==> src/rtl/uart_pkg.sv <==
// Shared types and helpers for the configurable UART receiver.
package uart_pkg;

  // Parity modes
  localparam int unsigned PAR_NONE = 0;
  localparam int unsigned PAR_ODD  = 1;
  localparam int unsigned PAR_EVEN = 2;

  // Receiver frame states
  typedef enum logic [2:0] {
    StIdle,
    StStart,
    StData,
    StParity,
    StStop
  } rx_state_t;

  // System clocks per bit period
  function automatic int unsigned baud_cnt_max(input int unsigned clk, input int unsigned bps);
    return clk / bps;
  endfunction

endpackage

==> src/rtl/uart_bit_sampler.sv <==
// RX front end: 2-FF synchroniser, falling-edge detect, baud counter and 3-tap majority vote.
module uart_bit_sampler
  import uart_pkg::*;
#(
  parameter int unsigned BAUD_CNT_MAX = 5208
) (
  input  logic sys_clk,
  input  logic sys_rst_n,
  input  logic rx,
  input  logic run,        // high whenever the frame FSM is outside IDLE
  output logic start_edge, // falling edge on the synchronised line
  output logic bit_tick,   // one-cycle strobe at the decision point of each bit
  output logic bit_val     // majority of the three mid-bit samples, valid with bit_tick
);

  localparam int unsigned CNT_W = $clog2(BAUD_CNT_MAX);
  localparam logic [CNT_W-1:0] CNT_LAST = CNT_W'(BAUD_CNT_MAX - 1);
  localparam logic [CNT_W-1:0] MID      = CNT_W'(BAUD_CNT_MAX / 2 - 1);
  localparam logic [CNT_W-1:0] MID_M1   = CNT_W'(BAUD_CNT_MAX / 2 - 2);
  localparam logic [CNT_W-1:0] MID_P1   = CNT_W'(BAUD_CNT_MAX / 2);

  logic             rx_meta_q, rx_sync_q, rx_hist_q;
  logic [CNT_W-1:0] cnt_q;
  logic             smp0_q, smp1_q;

  // Synchroniser plus history flop; idle-high reset avoids a spurious start edge
  always_ff @(posedge sys_clk or negedge sys_rst_n) begin
    if (!sys_rst_n) begin
      rx_meta_q <= 1'b1;
      rx_sync_q <= 1'b1;
      rx_hist_q <= 1'b1;
    end else begin
      rx_meta_q <= rx;
      rx_sync_q <= rx_meta_q;
      rx_hist_q <= rx_sync_q;
    end
  end

  // Baud counter: held at 0 in IDLE, so it starts from 0 on entry to START
  always_ff @(posedge sys_clk or negedge sys_rst_n) begin
    if (!sys_rst_n) begin
      cnt_q <= '0;
    end else if (!run || (cnt_q == CNT_LAST)) begin
      cnt_q <= '0;
    end else begin
      cnt_q <= cnt_q + 1'b1;
    end
  end

  // Capture the first two of the three mid-bit samples
  always_ff @(posedge sys_clk or negedge sys_rst_n) begin
    if (!sys_rst_n) begin
      smp0_q <= 1'b1;
      smp1_q <= 1'b1;
    end else begin
      if (run && (cnt_q == MID_M1)) smp0_q <= rx_sync_q;
      if (run && (cnt_q == MID))    smp1_q <= rx_sync_q;
    end
  end

  assign start_edge = rx_hist_q & ~rx_sync_q;
  assign bit_tick   = run && (cnt_q == MID_P1);
  // Third sample is the live synchronised value at MID+1
  assign bit_val    = (smp0_q & smp1_q) | (smp0_q & rx_sync_q) | (smp1_q & rx_sync_q);

endmodule

==> src/rtl/uart_rx_cfg.sv <==
// Configurable UART receiver: frame FSM, shift register, parity/stop checks and one-word
// output holding register with valid/ready handshake.
module uart_rx_cfg
  import uart_pkg::*;
#(
  parameter int unsigned CLK_FREQ  = 50_000_000,
  parameter int unsigned UART_BPS  = 9600,
  parameter int unsigned DATA_BITS = 8,
  parameter int unsigned PARITY    = 0,
  parameter int unsigned STOP_BITS = 1
) (
  input  logic                 sys_clk,
  input  logic                 sys_rst_n,
  input  logic                 rx,
  output logic [DATA_BITS-1:0] po_data,
  output logic                 po_valid,
  input  logic                 po_ready,
  output logic                 parity_err,
  output logic                 frame_err,
  output logic                 break_det,
  output logic                 overrun
);

  localparam int unsigned BAUD_CNT_MAX = baud_cnt_max(CLK_FREQ, UART_BPS);
  localparam int unsigned IDX_W        = $clog2(DATA_BITS + 1);
  localparam logic [IDX_W-1:0] LAST_DATA = IDX_W'(DATA_BITS - 1);
  localparam logic [IDX_W-1:0] LAST_STOP = IDX_W'(STOP_BITS - 1);

  rx_state_t            state_q, state_d;
  logic [IDX_W-1:0]     idx_q, idx_d;
  logic [DATA_BITS-1:0] shift_q, shift_d;
  logic                 par_q, par_d;
  logic                 ferr_q, ferr_d;
  logic                 done_q, done_d;

  logic                 start_edge, bit_tick, bit_val;

  logic [DATA_BITS-1:0] data_q;
  logic                 valid_q, perr_q, ferr_out_q, brk_q, ovr_q;

  logic                 data_xor, par_exp, word_perr, word_brk;

  uart_bit_sampler #(
    .BAUD_CNT_MAX (BAUD_CNT_MAX)
  ) u_sampler (
    .sys_clk    (sys_clk),
    .sys_rst_n  (sys_rst_n),
    .rx         (rx),
    .run        (state_q != StIdle),
    .start_edge (start_edge),
    .bit_tick   (bit_tick),
    .bit_val    (bit_val)
  );

  // Frame state and datapath registers
  always_ff @(posedge sys_clk or negedge sys_rst_n) begin
    if (!sys_rst_n) begin
      state_q <= StIdle;
      idx_q   <= '0;
      shift_q <= '0;
      par_q   <= 1'b0;
      ferr_q  <= 1'b0;
      done_q  <= 1'b0;
    end else begin
      state_q <= state_d;
      idx_q   <= idx_d;
      shift_q <= shift_d;
      par_q   <= par_d;
      ferr_q  <= ferr_d;
      done_q  <= done_d;
    end
  end

  // Next-state: one decision per bit_tick, LSB-first shift, stop bits accumulate frame error
  always_comb begin
    state_d = state_q;
    idx_d   = idx_q;
    shift_d = shift_q;
    par_d   = par_q;
    ferr_d  = ferr_q;
    done_d  = 1'b0;
    unique case (state_q)
      StIdle: begin
        if (start_edge) begin
          state_d = StStart;
          idx_d   = '0;
          ferr_d  = 1'b0;
        end
      end
      StStart: begin
        if (bit_tick) begin
          // A high majority means the edge was a glitch
          state_d = bit_val ? StIdle : StData;
          idx_d   = '0;
        end
      end
      StData: begin
        if (bit_tick) begin
          shift_d = {bit_val, shift_q[DATA_BITS-1:1]};
          if (idx_q == LAST_DATA) begin
            idx_d   = '0;
            state_d = (PARITY != PAR_NONE) ? StParity : StStop;
          end else begin
            idx_d = idx_q + 1'b1;
          end
        end
      end
      StParity: begin
        if (bit_tick) begin
          par_d   = bit_val;
          idx_d   = '0;
          state_d = StStop;
        end
      end
      StStop: begin
        if (bit_tick) begin
          if (!bit_val) ferr_d = 1'b1;
          if (idx_q == LAST_STOP) begin
            // Leave half a bit early so a back-to-back start edge is not missed
            state_d = StIdle;
            done_d  = 1'b1;
          end else begin
            idx_d = idx_q + 1'b1;
          end
        end
      end
      default: state_d = StIdle;
    endcase
  end

  // Status of the just-completed word
  always_comb begin
    data_xor  = ^shift_q;
    par_exp   = (PARITY == PAR_ODD) ? ~data_xor : data_xor;
    word_perr = (PARITY != PAR_NONE) && (par_q != par_exp);
    word_brk  = (shift_q == '0) && ((PARITY == PAR_NONE) || !par_q) && ferr_q;
  end

  // Holding register: load when empty or being emptied, else drop the word and flag overrun
  always_ff @(posedge sys_clk or negedge sys_rst_n) begin
    if (!sys_rst_n) begin
      data_q     <= '0;
      valid_q    <= 1'b0;
      perr_q     <= 1'b0;
      ferr_out_q <= 1'b0;
      brk_q      <= 1'b0;
      ovr_q      <= 1'b0;
    end else begin
      ovr_q <= done_q && valid_q && !po_ready;
      if (done_q && (!valid_q || po_ready)) begin
        data_q     <= shift_q;
        valid_q    <= 1'b1;
        perr_q     <= word_perr;
        ferr_out_q <= ferr_q;
        brk_q      <= word_brk;
      end else if (valid_q && po_ready) begin
        valid_q    <= 1'b0;
        perr_q     <= 1'b0;
        ferr_out_q <= 1'b0;
        brk_q      <= 1'b0;
      end
    end
  end

  assign po_data    = data_q;
  assign po_valid   = valid_q;
  assign parity_err = perr_q;
  assign frame_err  = ferr_out_q;
  assign break_det  = brk_q;
  assign overrun    = ovr_q;

endmodule
==> config.mk <==
export PLATFORM = sky130hd
export DESIGN_NAME = uart_rx_cfg
export DESIGN_NICKNAME = d
export VERILOG_FILES = /design/src/rtl/uart_pkg.sv /design/src/rtl/uart_bit_sampler.sv /design/src/rtl/uart_rx_cfg.sv
export SDC_FILE = /design/constraint.sdc
export NUM_CORES = 1
export LEC_CHECK = 0
export CAP_MARGIN = 20
export CELL_PAD_IN_SITES_DETAIL_PLACEMENT = 1
export CELL_PAD_IN_SITES_GLOBAL_PLACEMENT = 1
export CORE_MARGIN = 4
export CORE_UTILIZATION = 44
export CTS_CLUSTER_SIZE = 14
export DETAILED_ROUTE_END_ITERATION = 12
export DONT_BUFFER_PORTS = 1
export PLACE_DENSITY = 0.67
export SETUP_SLACK_MARGIN = 0.1
export SYNTH_ARGS = -nofsm -noshare
export SYNTH_HDL_FRONTEND = slang
export SYNTH_SLANG_ARGS = --single-unit
==> constraint.sdc <==
create_clock -name sys_clk -period 5.6 [get_ports sys_clk]
set_input_delay 1.68 -clock sys_clk [delete_from_list [all_inputs] [get_ports sys_clk]]
set_output_delay 1.68 -clock sys_clk [all_outputs]
set_load 0.01 [all_outputs]
==> impl_metrics.toml <==
[status]
status = "finished clean"

[timing]
finalHoldViolCount = 0
min_period_over_period = 0.450
rsz0062_at_grt = "false"
fin_skew_ns = 0.00435
setup_slack_ns = 3.08
final.min_clock_period_ns = 2.52
setup_viol = 0
relSlewSlack = 0.648
fmax_mhz = 397
slew_violations = 0
fin_setup_tns_ns = 0
worstMarginPinSlew_ns = 0.523

[floorplanning]
die-width_um = 78.7
die_area_um2 = 6190
start_util = 0.459
core_um2 = 4790
num_rows = 25
die_h_um = 78.7
ios = 17

[synthesis]
yosys.area.top_type_share = 0.478
ys_ff_latch = 47
yosysTopAreaCell = "dfrtp_1"
syn_area_um2 = 2200
avgSynthCellArea_um2 = 10.9
synthCells = 202
synthTopCellsByArea = "dfrtp_1 (48%), mux2_2 (8.7%), dfstp_2 (6.0%)"
seq_area_frac_synth = 0.538
ys.flop_type = "dfrtp_1"
async_reset_ff_frac = 1.00
synth_cell_types = 47
synth_edf_count = 0
syn_nets = 211
yosysWarnings = 0

[cells_and_area]
ff_latch_area_um2 = 1180
layout_commonest_cell = "dfrtp_1"
drive_gt1_frac = 0.167
final_util = 0.487
stdcell_count = 270
syn2layout_area_growth_pct = 6.03
n_fill_cell = 538
multi_input_area_um2 = 957
diodes = 0
nets = 211
mostFrequentLayoutCells = "dfrtp_1 (42), nor2_1 (23), nand2_1 (18)"

[cts]
clkTransAtPathRegs_ns = 0.09
hold_buffers = 0
clock-sinks = 47
cts_tree = "built"
cts_max_level = 2
cts_root_buffer = "clkbuf_8"
cts_buffer_depth = 2
cts_buffers = 5
clock_latency_ns = 0.29
postCtsSetupBuffers = 0
cts_resized = 0

[placement]
gp_congestion = 0.742
hpwl_um = 3200
dp_cells = 262
portBuffers = 0
post-place-ws_ns = 2.77

[setup_path]
reg2reg_depth = 4
crit_slowest_cell = "mux2_2"
critPathRequiredTime_ns = 5.78
path_class = "in -> reg"
critPathArrivalTime_ns = 2.70
reg2reg_from = "u_sampler.cnt_q[4]"
worstSetupEndpointType = "register"
cp_cell_sequence = "nor2b_1, nand2b_1, mux2_2"
reg2reg_to = "shift_q[3]"
cpPeakStageDelay_ns = 0.39
crit_buf_inv = 0
cp-start-kind = "input pin"
ff2ff_setup_slack_ns = 3.48
cp_max_fo = 8
cp_top_family = "simple AND/OR/NAND/NOR gates"

[drt]
drtIter0Drc = 25
detail_route.wl_per_cell_um = 15.7
totalWireLength_um = 4230
dr.pass1.iters = 4
drcViolationCount = 0
dr_total_vias = 1450
vias_per_cell = 5.37
postRouteAntennaNets = 0

[global_route]
antenna_found_initial = 0
grt_usage = 0.156
grt_max_degree = 48
grt_pass1_wl_um = 7610
grt_overflow = 0
grt_pass1_vias = 1562

[flow_run]
maxCapViolCount = 0

[power]
ir_drop_mv = 0.183
power_density_nw_per_um2 = 280
p_leak_nw = 1.05

[hold_path]
min_to = "u_sampler.rx_sync_q"
min_from = "u_sampler.rx_meta_q"
hold_path_class = "reg -> reg"
hold_path_depth = 0
layout make-up:
| class | instances | area share |
|---|---|---|
| sequential | 47 | 0.507 |
| multi-input combinational | 143 | 0.411 |
| tap | 67 | 0.0360 |
| clock buffer | 5 | 0.0295 |
| clock inverter | 3 | 0.00859 |
| inverter | 5 | 0.00805 |
metrics by stage:
step / hold slack [ns] / total power, mW / cell area, um^2
floorplan: 0.345 / 0.443 / 2200
global placement: 0.348 / 0.455 / 2240
finish: 0.368 / 0.653 / 2330
global route: 0.372 / 0.697 / 2330
CTS: 0.372 / 0.664 / 2330
detailed placement: 0.356 / 0.462 / 2240
synth_stat cells (2+ instances only):
cell type,count
dfrtp_1,42
clkbuf_1,3
xnor2_1,3
and4_1,2
nor4b_1,2
and3_1,2
dfstp_2,5
nand2b_1,5
nand4_1,3
and2_1,2
xor2_1,8
ha_1,5
nor4_1,2
inv_1,5
a32oi_1,2
nand2_1,18
buf_2,2
mux2_2,17
nor2b_1,3
nor2_1,23
a21oi_1,4
nor3_1,4
nand3_1,10
o21ai_0,7
state kept, by name, summed over array words and instances, names as in the netlist, 3 cells and up:
name / cells
u_sampler.cnt_q: 13
state_q: 3
shift_q: 8
po_data: 8
idx_q: 4
worst max path at each step:
stage / startpoint / to / slack [ns] / depth (start not counted)
final: po_ready / po_data[4] / 3.08 / 3
after global routing: po_ready / po_data[4] / 3.00 / 3
after CTS: po_ready / po_data[4] / 3.09 / 3
after detailed placement: po_ready / po_data[4] / 2.77 / 3
after global placement: po_ready / po_data[4] / 2.88 / 3
after floorplan: po_ready / po_data[0] / 2.86 / 4
routing by layer:
| layer | up-vias | global-route usage | share of wire |
|---|---|---|---|
| li1 | 698 | - | - |
| met1 | 719 | 0.198 | 0.45 |
| met2 | 27 | 0.263 | 0.50 |
| met3 | 6 | 0.0367 | 0.037 |
| met4 | 0 | 0.0455 | 0.010 |
| met5 | - | 0 | 0 |
power breakdown:
part / internal (mW) / switching, mW / total, mW
Combinational: 0.0277 / 0.0392 / 0.0669
Clock: 0.0869 / 0.111 / 0.198
Sequential: 0.360 / 0.0283 / 0.388
cells by family after synthesis:
logic type,share of synthesized area
AOI/OAI and AO/OA,0.0649
xor gates and xnor gates,0.0438
adders and majority gates,0.0285
buffers and inverters,0.0268
DFF,0.538
muxes,0.0916
other,0.00171
and+or+nand+nor,0.205
worst reg2reg max path: stages, from the launching register on:
cell and delay (ns):
dfrtp_1 0.44, nor4b_1 0.42, nand3_1 0.19, or4_1 0.63, mux2_2 0.35
(Power assumes the default switching activity.)
